===== src/rtl/fifo_drain_ctrl_pkg.sv =====
// fifo_drain_ctrl_pkg
// Shared definitions for the FIFO drain controller and its FIFO producer:
// FSM state encodings and the default data width, so both sides agree.
package fifo_drain_ctrl_pkg;

  localparam int DEF_DATA_WIDTH = 12;

  // Encoding 2'd3 is never produced; the FSM treats it as IDLE.
  typedef enum logic [1:0] {
    ST_IDLE  = 2'd0,
    ST_DRAIN = 2'd1,
    ST_PAUSE = 2'd2
  } state_t;

endpackage


===== src/rtl/fifo_drain_ctrl_skid_buffer2.sv =====
// skid_buffer2
// Two-entry register buffer between the FIFO capture path and the
// downstream valid/ready handshake. The head entry is always the oldest.
// Ports:
//   clk, Reset      clock, synchronous active-high reset
//   push, din       write din into the buffer this edge
//   pop             remove the head entry this edge (only when count != 0)
//   dout            head entry
//   count           number of valid entries (0..2)
module skid_buffer2
  import fifo_drain_ctrl_pkg::*;
#(
  parameter int DATA_WIDTH = DEF_DATA_WIDTH
) (
  input  logic                  clk,
  input  logic                  Reset,
  input  logic                  push,
  input  logic                  pop,
  input  logic [DATA_WIDTH-1:0] din,
  output logic [DATA_WIDTH-1:0] dout,
  output logic [1:0]            count
);

  logic [DATA_WIDTH-1:0] head;
  logic [DATA_WIDTH-1:0] tail;

  always_ff @(posedge clk) begin
    if (Reset) begin
      head  <= '0;
      tail  <= '0;
      count <= 2'd0;
    end else begin
      case ({push, pop})
        2'b10: begin
          // A push into a full buffer is prevented upstream; drop rather
          // than corrupt count if it ever happens.
          if (count == 2'd0)      head <= din;
          else if (count == 2'd1) tail <= din;
          if (count != 2'd2) count <= count + 2'd1;
        end
        2'b01: begin
          head  <= tail;
          count <= count - 2'd1;
        end
        2'b11: begin
          // Simultaneous push/pop: occupancy unchanged, queue shifts.
          if (count == 2'd2) begin
            head <= tail;
            tail <= din;
          end else begin
            head <= din;
          end
        end
        default: ;
      endcase
    end
  end

  assign dout = head;

endmodule


===== src/rtl/fifo_drain_ctrl.sv =====
// fifo_drain_ctrl
// Drains an upstream FIFO into a valid/ready stream. Waits in IDLE until the
// FIFO holds a batch (leaves almost-empty) or a timeout expires, then reads
// one word per cycle, capturing FIFO read data one cycle after each strobe
// into a 2-entry skid buffer. A downstream pause flag halts new reads while
// buffered words continue to drain.
// Ports:
//   clk, Reset                         clock, synchronous active-high reset
//   Enable                             0 freezes FSM/counters, masks outputs
//   FIFO_data_out, FIFO_empty,
//   FIFO_almost_empty, read_enable     FIFO read interface
//   data_out, valid_out, ready_in      downstream handshake
//   pause_in                           downstream almost-full, stops reads
//   state_out                          FSM state encoding
//   words_sent                         completed handshakes, wrapping
module fifo_drain_ctrl
  import fifo_drain_ctrl_pkg::*;
#(
  parameter int DATA_WIDTH = DEF_DATA_WIDTH,
  parameter int TIMEOUT    = 15,
  parameter int CNT_WIDTH  = 16
) (
  input  logic                  clk,
  input  logic                  Reset,
  input  logic                  Enable,
  input  logic [DATA_WIDTH-1:0] FIFO_data_out,
  input  logic                  FIFO_empty,
  input  logic                  FIFO_almost_empty,
  output logic                  read_enable,
  output logic [DATA_WIDTH-1:0] data_out,
  output logic                  valid_out,
  input  logic                  ready_in,
  input  logic                  pause_in,
  output logic [1:0]            state_out,
  output logic [CNT_WIDTH-1:0]  words_sent
);

  localparam int             WW  = $clog2(TIMEOUT + 1);
  localparam logic [WW-1:0]  TMO = WW'(TIMEOUT);

  state_t                state, state_nx;
  logic [WW-1:0]         wait_cnt;
  logic                  inflight;
  logic                  pop;
  logic [1:0]            count;
  logic [2:0]            occ;
  logic [DATA_WIDTH-1:0] head;

  // State register; Enable=0 holds state.
  always_ff @(posedge clk) begin
    if (Reset)       state <= ST_IDLE;
    else if (Enable) state <= state_nx;
  end

  // Next-state logic.
  always_comb begin
    state_nx = state;
    case (state)
      ST_IDLE:  if (!FIFO_empty && (!FIFO_almost_empty || wait_cnt == TMO))
                  state_nx = ST_DRAIN;
      ST_DRAIN: if (pause_in)                     state_nx = ST_PAUSE;
                else if (FIFO_empty && !inflight) state_nx = ST_IDLE;
      ST_PAUSE: if (!pause_in)                    state_nx = ST_DRAIN;
      default:  state_nx = ST_IDLE;
    endcase
  end

  // Output logic. A read is allowed only if the word it returns is
  // guaranteed a buffer slot: occupancy after this cycle's pop stays < 2.
  always_comb begin
    occ         = {1'b0, count} + {2'b00, inflight};
    valid_out   = Enable & !Reset & (count != 2'd0);
    pop         = valid_out & ready_in;
    read_enable = Enable & !Reset & (state == ST_DRAIN) & !pause_in &
                  !FIFO_empty & (occ < (3'd2 + {2'b00, pop}));
    data_out    = Reset ? '0 : head;
    state_out   = state;
  end

  // Idle wait counter: counts cycles with data waiting, saturates at
  // TIMEOUT, and is zero whenever IDLE is not held.
  always_ff @(posedge clk) begin
    if (Reset) begin
      wait_cnt <= '0;
    end else if (Enable) begin
      if (state != ST_IDLE || state_nx != ST_IDLE || FIFO_empty)
        wait_cnt <= '0;
      else if (wait_cnt != TMO)
        wait_cnt <= wait_cnt + WW'(1);
    end
  end

  // Read data returns one cycle after the strobe; capture happens even
  // when Enable has since dropped so nothing already read is lost.
  always_ff @(posedge clk) begin
    if (Reset) begin
      inflight   <= 1'b0;
      words_sent <= '0;
    end else begin
      inflight <= read_enable;
      if (pop) words_sent <= words_sent + CNT_WIDTH'(1);
    end
  end

  skid_buffer2 #(.DATA_WIDTH(DATA_WIDTH)) u_skid (
    .clk   (clk),
    .Reset (Reset),
    .push  (inflight),
    .pop   (pop),
    .din   (FIFO_data_out),
    .dout  (head),
    .count (count)
  );

endmodule


===== config.mk =====
export PLATFORM = sky130hd
export DESIGN_NAME = fifo_drain_ctrl
export DESIGN_NICKNAME = d
export VERILOG_FILES = /design/src/rtl/fifo_drain_ctrl_pkg.sv /design/src/rtl/fifo_drain_ctrl_skid_buffer2.sv /design/src/rtl/fifo_drain_ctrl.sv
export SDC_FILE = /design/constraint.sdc
export NUM_CORES = 1
export LEC_CHECK = 0
export BUFFER_PORTS_ARGS = -buffer_cell sky130_fd_sc_hd__buf_2
export CAP_MARGIN = 40
export CORE_MARGIN = 3
export CORE_UTILIZATION = 55
export DETAILED_ROUTE_END_ITERATION = 6
export PLACE_DENSITY = 0.86
export SYNTH_ARGS = -nofsm -noshare
export SYNTH_HDL_FRONTEND = slang
export SYNTH_SLANG_ARGS = --single-unit

===== constraint.sdc =====
create_clock -name clk -period 3.8 [get_ports clk]
set_input_delay 0.38 -clock clk [delete_from_list [all_inputs] [get_ports clk]]
set_output_delay 0.38 -clock clk [all_outputs]
set_load 0.05 [all_outputs]

### Word-level counts from Yosys, hierarchy flattened

Cells that the tools add are included.

* add/subtract/negate cells: 6
* magnitude comparators: 1
* equal/unequal tests: 15
* muxes and demuxes: 17
* bitwise logic cells: 7
* reductions and logical operators: 23

Operators with widths (count)
* two-way mux 12 bit: 6
* case mux 12 bit (3 select lines): 1
* case mux 12 bit (2 select lines): 1
* adder 16 x 1 -> 16 bit, second input constant: 1
* nonzero test 2 bit: 6
* two-way mux 2 bit: 5
* == test 2 bit, second input constant: 4
* two-way mux 4 bit: 2
* inequality test 2 x 1 -> 1 bit, second input constant: 4
* bitwise AND 1 bit: 7
* == test 2 x 1 -> 1 bit, second input constant: 3
* case mux 2 bit (3 select lines): 1
* AND reduction 2 bit: 3
* logical NOT 1 bit: 5
* adder 4 x 1 -> 4 bit, second input constant: 1
* == test 4 bit, second input constant: 1
* logical NOT 2 bit: 2
* inequality test 2 bit, second input constant: 2
* inequality test 4 bit, second input constant: 1
* case mux 2 bit (2 select lines): 1
* AND reduction 4 bit: 1
* adder 2 x 1 -> 3 bit: 1
* adder 2 x 1 -> 3 bit, first input constant: 1
* logical OR 1 bit: 3
* other kinds (5): 6

* register bits: 49
* bits of input ports: 19
* output and inout port bits: 32
* logic and storage cells: 76

### Longest topological paths before layout

* depth in word-level cells: 10
* depth in mapped cells: 8
* mapped depth without buffers: 6

### Hierarchy

From an unflattened synthesis, not the netlist that was laid out.

* cell total of the unflattened synthesis: 295
* area total of the unflattened synthesis: 2541.2 um^2

Modules (own cells, without submodules)
* skid_buffer2: instances 1, cells each 147, area each 1320.0 um^2, seq. area each 520.5 um^2
* fifo_drain_ctrl: instances 1, cells each 148, area each 1221.2 um^2, seq. area each 460.4 um^2

### Worst setup path after synthesis

OpenSTA, ideal clock, no wires.

* path type: input to output
* from: in Reset
* to: out valid_out
* data arrival time: 2.066 ns
* required time: 3.420 ns
* path slack: 1.354 ns
* stages: 4
* buffers on the path: 3
* path through: buf_6 clkbuf_1 buf_1 nor3b_1

* longest elaborated chain between the ends: 3

Ends and longest elaborated chain
* start, declared: RTL line fifo_drain_ctrl.sv:24 `input logic Reset,`
* logical NOT 1 bit: RTL line fifo_drain_ctrl.sv:72 `valid_out = Enable & !Reset & (count != 2'd0);`
* bitwise AND 1 bit (2 in a row): RTL line fifo_drain_ctrl.sv:72
* end, declared: RTL line fifo_drain_ctrl.sv:31 `output logic valid_out,`

No other way between the ends.

### Final worst setup path

* from: reg u_skid.count[0]
* to: out read_enable

* longest elaborated chain between the ends: 6
* elaborated cells between the ends (all ways): 7
* those cells by class: 2 x add/sub; 1 x order compare; 3 x bitwise; 1 x reduce/logical

Ends and longest elaborated chain
* start, declared: RTL line fifo_drain_ctrl_skid_buffer2.sv:21 `output logic [1:0] count`
* start signal, assigned: RTL line fifo_drain_ctrl_skid_buffer2.sv:39 `if (count != 2'd2) count <= count + 2'd1;`
* start signal, assigned: RTL line fifo_drain_ctrl_skid_buffer2.sv:43 `count <= count - 2'd1;`
* nonzero test 2 bit: RTL line fifo_drain_ctrl.sv:72
* bitwise AND 1 bit: RTL line fifo_drain_ctrl.sv:72
* bitwise AND 1 bit: RTL line fifo_drain_ctrl.sv:73 `pop = valid_out & ready_in;`
* adder 2 x 1 -> 3 bit: RTL line fifo_drain_ctrl.sv:75 `!FIFO_empty & (occ < (3'd2 + {2'b00, pop}));`
* less-than comparator 3 bit (*): RTL line fifo_drain_ctrl.sv:75
* bitwise AND 1 bit (*): RTL line fifo_drain_ctrl.sv:75
* end, declared: RTL line fifo_drain_ctrl.sv:29 `output logic read_enable,`

Mark *: on every way between the ends. The rest lies on a longest branch, timed or not.

==> flow_summary.ini <==
[status]
status = finished, final reports clean

[pwr]
leakage_nw = 1.11
irDropWorstVdd_mv = 0.273
powerDensity_nw_per_um2 = 327

[clock_network]
cts_root_buffer = clkbuf_8
cts_setup_buffers = 0
cts_tree = yes
h-tree-depth = 2
worstSkewPairLatency_ns = 0.31
postCtsHoldBufs = 0
cts.path.max_buffers = 2
path_clk_slew_ns = 0.09
cts-resized-gates = 0
clock_sinks = 49
cts_inserted_buffers = 5

[grt]
antenna_found_initial = 0
grt_pass1_wl_um = 8650
grt_use_met2_pct = 34.3
first_global_vias = 1964
grt_usage_pct = 20.5
met1_usage_pct = 25.8
busiest_layer = met2
grt_util_met3_pct = 5.65
grt_max_degree = 70
grt-ovfl-total = 0

[timing]
slew_headroom_pct = 50.6
tightest_slew_ns = 0.739
setup_viol = 0
fin_crit_sh_pct = 68.6
hold_viol_final = 0
report.final.slew_viol_count = 0
skew_ns = 0.0140
setup_slack_ns = 1.19
layout_min_cycle_time_ns = 2.61
tns_ns = 0
timing.fmax_ghz = 0.383
rsz0062_at_grt = false
whs_ns = 0.304

[layout]
final_cell_mix = buf_2, dfxtp_1, nor2_1, nand2b_1, nand2_1
final_common_cell = buf_2
layout-area-overhead-vs-synth_pct = 13.3
post-route-util_pct = 67.2
antennaDiodeCount = 0
fin_nets = 351
drive_above_1_share_pct = 19.6

[critical_path]
worstPathArrival_ns = 2.23
worstPathRequired_ns = 3.42
slowest_delay_ns = 0.44
start_kind = flip-flop
crit_type = reg -> out
crit_path_max_fanout = 8
crit_chain = inv_1 > ha_1 > nand4bb_1 > o21ai_0 > and3_1 > buf_2
cp_slowest_cell = nand4bb_1
critPathCaptureType = output port

[yosys]
ys_types = 38
ys.flop_type = dfxtp_1
syn_area_per_cell_sq_um = 8.63
synth-seq-cells = 49
synth_edf_count = 0
netlist_instances = 285
netlist_area_sq_um = 2460
async_flop_share_pct = 0
synth-seq-area-share_pct = 39.9
yosys_warnings = 0
synth_nets = 311

[placed_design]
portBuffers = 50
gp_congestion = 0.801
hpwl_um = 3490
dp_worst_setup_slack_ns = 1.43

[drt]
routed_via_density = 5.57
routedWlPerCell_um = 13.7
dr.pass1.iters = 4
drc = 0
routed_wl_um = 5150
drt_iter0_markers = 119
antenna_left = 0
vias = 2096

[job]
maxCapViolCount = 0

[floorplan]
start_util_pct = 59.3
fp-row-count = 23
die_h_um = 72.9
coreArea_sq_um = 4140
io_pins = 51
die_w_um = 72.9
dieArea_sq_um = 5310

[min_path]
min_path_type = in -> reg
-- layer usage --
metal | share of wire [%] | vias up
met5 | 0 | -
met4 | 0.99 | 0
met3 | 6.3 | 6
met2 | 48 | 59
met1 | 44 | 959
li1 | - | 1072
-- synth_stat cells (all sizes together), types with 6 or more instances --
| cell | number | share of area (%) |
|---|---|---|
| dfxtp | 49 | 40 |
| nor2 | 26 | 4.0 |
| nand2b | 25 | 6.4 |
| nand2 | 24 | 3.7 |
| nand3 | 18 | 3.7 |
| mux2i | 15 | 6.1 |
| a311oi | 13 | 4.6 |
| nor2b | 13 | 3.3 |
| a21oi | 11 | 2.2 |
| buf | 10 | 2.6 |
| clkbuf | 9 | 1.4 |
| ha | 7 | 3.6 |
| inv | 7 | 1.1 |
| o21ai | 7 | 1.4 |
| nand4 | 6 | 1.8 |
-- final timing paths --
| path | startpoint | to | slack [ns] | depth (start not counted) |
|---|---|---|---|---|
| worst max-delay path | u_skid.count[0] | read_enable | 1.19 | 6 |
| worst min-delay path | Reset | words_sent[1] | 0.30 | 2 |
| worst max register to register | u_skid.count[0] | u_skid.dout[5] | 1.45 | 6 |
| worst min register to register | words_sent[15] | words_sent[15] | 0.48 | 2 |
-- report_power, final --
part / leakage, nW / total, W / internal [W] / switching, W
Clock: 0.0512 / 0.000321 / 0.000148 / 0.000173
Sequential: 0.395 / 0.000522 / 0.000518 / 0.00000439
Combinational: 0.661 / 0.0000673 / 0.0000263 / 0.0000411
-- kinds of logic after synthesis --
family	share of synthesized area, %
AND/OR/NAND/NOR	30.8
adder cells (fa/ha/maj)	3.56
AO/OA/AOI/OAI	11.0
flip-flops	39.9
buffers and inverters	5.04
XOR/XNOR	3.56
multiplexers	6.11
-- registers in the layout, summed over array words and instances, names as in the netlist --
signal        flops
inflight          1
wait_cnt          4
u_skid.dout      12
u_skid.tail      12
words_sent       16
state_out         2
u_skid.count      2
-- stage by stage --
| step | cell area [sq um] | std cells | power [W] |
|---|---|---|---|
| 5_1_grt | 2790 | 376 | 0.000948 |
| 2_1_floorplan | 2460 | 285 | 0.000581 |
| 3_5_place_dp | 2690 | 368 | 0.000601 |
| 6_report | 2790 | 376 | 0.000910 |
| 3_3_place_gp | 2690 | 368 | 0.000599 |
| 4_1_cts | 2790 | 376 | 0.000919 |
-- critical path, delay by kind of cell (launching register included) --
| kind | cells | cell delay [ns] |
|---|---|---|
| fa+ha+maj | 1 | 0.25 |
| compound gates | 1 | 0.30 |
| simple gates | 2 | 0.62 |
| flops | 1 | 0.40 |
| buf+inv | 2 | 0.35 |
-- layout make-up --
type                            instances  area, sq um
Timing Repair Buffer                   52          265
Sequential cell                        49          981
Clock buffer                            6         82.6
Multi-Input combinational cell        210         1350
Inverter                                7         26.3
Fill cell                             360         1360
Clock inverter                          2         13.8
Tap cell                               50         62.6
Note: power is estimated with default switching activity, not from simulation.
